==> src/rtl/seq1011_pkg.sv <==
// seq1011_pkg: shared FSM states, default 1011 sync pattern/width and a max helper for the frame transmitter and detector
package seq1011_pkg;
  typedef enum logic [1:0] {IDLE, SYNC, PAYLOAD, GAP} state_t;
  localparam int SEQ_SYNC_W = 4;
  localparam logic [SEQ_SYNC_W-1:0] SEQ_SYNC_PAT = 4'b1011;
  function automatic int max3(input int a, input int b, input int c);
    return a > b ? (a > c ? a : c) : (b > c ? b : c);
  endfunction
endpackage

==> src/rtl/seq1011_frame_tx_piso.sv <==
// piso_shift: parallel-in serial-out MSB-first shifter; ports clk, reset (sync active-low), load/din capture, shift, msb serial out
module piso_shift #(
  parameter int W = 8
) (
  input  logic         clk,
  input  logic         reset,
  input  logic         load,
  input  logic         shift,
  input  logic [W-1:0] din,
  output logic         msb
);
  logic [W-1:0] q;
  always_ff @(posedge clk)
    if (!reset) q <= '0;
    else if (load) q <= din;
    else if (shift) q <= q << 1;
  assign msb = q[W-1];
endmodule

==> src/rtl/seq1011_frame_tx.sv <==
// seq1011_frame_tx: sends each accepted word as sync+payload+gap serial frame; ports clk, reset (sync active-low), data_in/data_valid/data_ready handshake, registered dout/dout_valid/sof/busy
module seq1011_frame_tx
  import seq1011_pkg::*;
#(
  parameter int              DATA_W     = 8,
  parameter int              SYNC_W     = SEQ_SYNC_W,
  parameter logic [SYNC_W-1:0] SYNC_PAT = SEQ_SYNC_PAT,
  parameter int              GAP_LEN    = 2,
  parameter logic            IDLE_LEVEL = 1'b0
) (
  input  logic              clk,
  input  logic              reset,
  input  logic [DATA_W-1:0] data_in,
  input  logic              data_valid,
  output logic              data_ready,
  output logic              dout,
  output logic              dout_valid,
  output logic              sof,
  output logic              busy
);
  localparam int CW = $clog2(max3(SYNC_W, DATA_W, GAP_LEN)) + 1;
  state_t state, state_n;
  logic [CW-1:0] cnt, cnt_n;
  logic last, take, sync_bit, pay_bit, dout_n, dout_valid_n, sof_n;
  assign last = cnt == '0;
  assign data_ready = reset && (state == IDLE || (state == GAP && last));
  assign take = data_valid && data_ready;
  assign sync_bit = |(SYNC_PAT & (SYNC_W'(1) << cnt));
  always_comb begin
    state_n = state;
    cnt_n = last ? cnt : cnt - CW'(1);
    case (state)
      IDLE: if (take) begin state_n = SYNC; cnt_n = CW'(SYNC_W - 1); end
      SYNC: if (last) begin state_n = PAYLOAD; cnt_n = CW'(DATA_W - 1); end
      PAYLOAD: if (last) begin state_n = GAP; cnt_n = CW'(GAP_LEN - 1); end
      GAP: if (last) begin state_n = take ? SYNC : IDLE; cnt_n = take ? CW'(SYNC_W - 1) : '0; end
    endcase
    dout_n = state == SYNC ? sync_bit : state == PAYLOAD ? pay_bit : IDLE_LEVEL;
    dout_valid_n = state == SYNC || state == PAYLOAD;
    sof_n = state == SYNC && cnt == CW'(SYNC_W - 1);
  end
  always_ff @(posedge clk)
    if (!reset) begin
      state <= IDLE;
      cnt <= '0;
      dout <= IDLE_LEVEL;
      dout_valid <= 1'b0;
      sof <= 1'b0;
      busy <= 1'b0;
    end else begin
      state <= state_n;
      cnt <= cnt_n;
      dout <= dout_n;
      dout_valid <= dout_valid_n;
      sof <= sof_n;
      busy <= state_n != IDLE;
    end
  piso_shift #(.W(DATA_W)) u_piso (
    .clk(clk),
    .reset(reset),
    .load(take),
    .shift(state == PAYLOAD),
    .din(data_in),
    .msb(pay_bit)
  );
endmodule

==> config.mk <==
export PLATFORM = sky130hd
export DESIGN_NAME = seq1011_frame_tx
export DESIGN_NICKNAME = d
export VERILOG_FILES = /design/src/rtl/seq1011_pkg.sv /design/src/rtl/seq1011_frame_tx_piso.sv /design/src/rtl/seq1011_frame_tx.sv
export SDC_FILE = /design/constraint.sdc
export NUM_CORES = 1
export LEC_CHECK = 0
export CORE_MARGIN = 2
export CORE_UTILIZATION = 46
export DETAILED_ROUTE_END_ITERATION = 10
export PLACE_DENSITY = 0.75
export SLEW_MARGIN = 20
export SYNTH_ARGS = -nofsm -noshare
export SYNTH_HDL_FRONTEND = slang
export SYNTH_SLANG_ARGS = --single-unit
==> constraint.sdc <==
create_clock -name clk -period 1.8 [get_ports clk]
set_input_delay 0.36 -clock clk [delete_from_list [all_inputs] [get_ports clk]]
set_output_delay 0.36 -clock clk [all_outputs]
set_load 0.05 [all_outputs]
==> results.toml <==
[sta]
setup_viol = 0
fin_tns_setup_ns = 0
fmax_mhz = 575
min_period_ns = 1.74
worst_slack_ns = 0.0596
worstMarginPinSlew_ns = 0.348
fin_crit_sh_pct = 96.7
final-hold-violation-count = 0
maxSlewHeadroom_pct = 76.4
whs_ns = 0.516
slew_violations = 0
rsz0062_at_grt = "true"
fin_skew_ns = 0.00104

[clocking]
clock-sinks = 18
clk_path_buf_depth = 2
htree_levels = 1
clk_pin_slew_ns = 0.10
tritoncts = "yes"
cts_root_buffer = "clkbuf_4"
cts_hold_buffers = 0
clkLatencyLatePin_ns = 0.29
cts_buffers = 3

[power]
irDropWorstVdd_mv = 1.13
p_leak_nw = 0.559
power_mw = 2.33
power.density_mw_per_mm2 = 1710

[critical_path]
end_kind = "primary output"
critPathMaxFanout = 2
ff2ff_path_depth = 7
required_ns = 1.44
timing.rr.start = "cnt[0]"
arrival_ns = 1.38
rr_endpoint = "busy"
crit_type = "reg2out"
worstSetupStartpointType = "flop"
r2r_slack_ns = 0.07

[floorplanning]
num_rows = 16
ios = 16
core_sq_mm = 0.00200
die_h_um = 50.4
start_util_pct = 49.5
die_w_um = 50.4
die-area_sq_mm = 0.00254

[min_path]
min_from = "u_piso.q[7]"
hold_path.class = "reg2reg"
holdPathEnd = "dout"
hold_depth = 2

[logic_synthesis]
yosysUniqueCellTypes = 35
synth_top_area_share_pct = 36.4
synth_top_area_cell = "dfxtp_1"
netlist_instances = 107
syn_area_per_cell_sq_um = 9.26
synth_edf_count = 0
ys_seq_elements = 18
yosysSeqAreaShare_pct = 36.4
synthTopCellsByArea = "dfxtp_1 36%, ha_1 10%, mux2i_1 8.1%"
yosysWarnings = 0
synthFlopType = "dfxtp_1"
syn_nets = 126
syn_area_sq_um = 991
async_reset_ff_share_pct = 0

[final_layout]
final_area_sq_mm = 0.00136
drive_gt1_share_pct = 32.1
fin_cells = 164
syn_to_final_growth_pct = 37.4
fin_nets = 157
post-route-util_pct = 68.0
diodes = 0
n_fill_cell = 180

[global_routing]
grt_pass1_wl_mm = 3.63
grt_max_degree = 17
grt_pass1_vias = 851
grt_usage_pct = 19.0
antenna_found_initial = 0
gr-total-overflow = 0

[run]
maxCapViolCount = 0

[status]
status = "finished clean"

[place]
hpwl_mm = 1.40
place_ws_ns = -0.166
portBuffers = 15
dp_cells = 154
gp_congestion = 0.760
placed_area_sq_mm = 0.00123

[drt]
wl_mm = 2.03
vias_per_cell = 5.28
route.detailed.drc = 0
drt_iter0_markers = 7
firstDrtPassIters = 4
wl_per_cell_um = 12.3
antenna_left = 0
vias = 866
## cells in the mapped netlist, drive strengths merged, types with 3 or more instances
cell type / number
dfxtp: 18
nor2: 17
nand2: 6
a311oi: 3
a211oi: 6
buf: 4
mux2i: 8
nor3: 3
ha: 8
inv: 8
## sequential cells by signal, indices dropped and copies added (netlist names)
name and cells:
cnt 4, dout 1, state 2, u_piso.q 8, dout_valid 1, busy 1
sof 1
## power by group
group          leakage [nW]  internal (mW)  total, mW  switching (mW)
registers             0.151          0.549      0.660           0.111
logic                 0.388          0.674       1.42           0.743
clock network        0.0210          0.123      0.248           0.125
## critical path, stage by stage (launching register included)
cell and delay, ns:
dfxtp_2 0.34, inv_2 0.06, ha_4 0.14, and4bb_2 0.23, nor2_1 0.05, nor2_2 0.12
buf_12 0.15
## how the worst max path moves through the flow
stage                             to  slack [ns]  cells past startpoint        from
after floorplan           data_ready        0.05                      4    state[1]
after global placement          busy       -0.16                      5  data_valid
after detailed placement        busy       -0.17                      5  data_valid
after CTS                 data_ready       0.008                      6      cnt[1]
after global routing            busy      -0.003                      7      cnt[0]
final                     data_ready        0.06                      6      cnt[0]
## per-layer routing
metal / routed length [um] / track usage [%] / vias up
met1: 913 / 23.5 / 393
met3: 109 / 5.65 / 8
met4: 57 / 9.91 / 0
met2: 945 / 29.6 / 18
li1: - / - / 447
met5: 0 / 0 / -
## what timing repair did
| item | CTS | global route |
|---|---|---|
| gates resized for setup | 10 | 5 |
| buffers inserted | 5 | 1 |
| setup endpoints to repair | 1 | 2 |
| pin swaps | 3 | 5 |
## layout make-up
type                            instances  area (sq um)  area share (%)
Timing Repair Buffer                   30           279            20.5
Multi-Input combinational cell         76           609            44.8
Sequential cell                        18           369            27.1
Tap cell                               27          33.8            2.48
Clock buffer                            4          36.3            2.67
Inverter                                9          33.8            2.48
## layout by cell type, fill, tap and decap left out, types with 2 or more instances in the layout
cell              n
o211ai_1          2
nand2_1           6
nor3_1            3
dfxtp_2           4
buf_4            17
ha_4              2
a311oi_1          3
a211oi_1          6
mux2i_1           8
clkdlybuf4s50_1  10
clkbuf_4          3
nand3_1           2
nor2_1           16
inv_2             3
ha_1              5
inv_1             5
xnor2_1           2
a21oi_1           2
buf_12            2
dfxtp_1          13
## logic make-up (layout without fill, tap and decap cells)
| logic type | Yosys count | count (layout) | synth area share, % |
|---|---|---|---|
| DFF | 18 | 18 | 36.4 |
| adders and majority gates | 8 | 8 | 10.1 |
| AOI/OAI and AO/OA | 22 | 22 | 18.8 |
| and+or+nand+nor | 36 | 36 | 18.9 |
| muxes | 8 | 8 | 8.08 |
| xor gates and xnor gates | 2 | 2 | 1.77 |
| buffers and inverters | 13 | 43 | 5.93 |
Power figures use the tool's default switching activity.
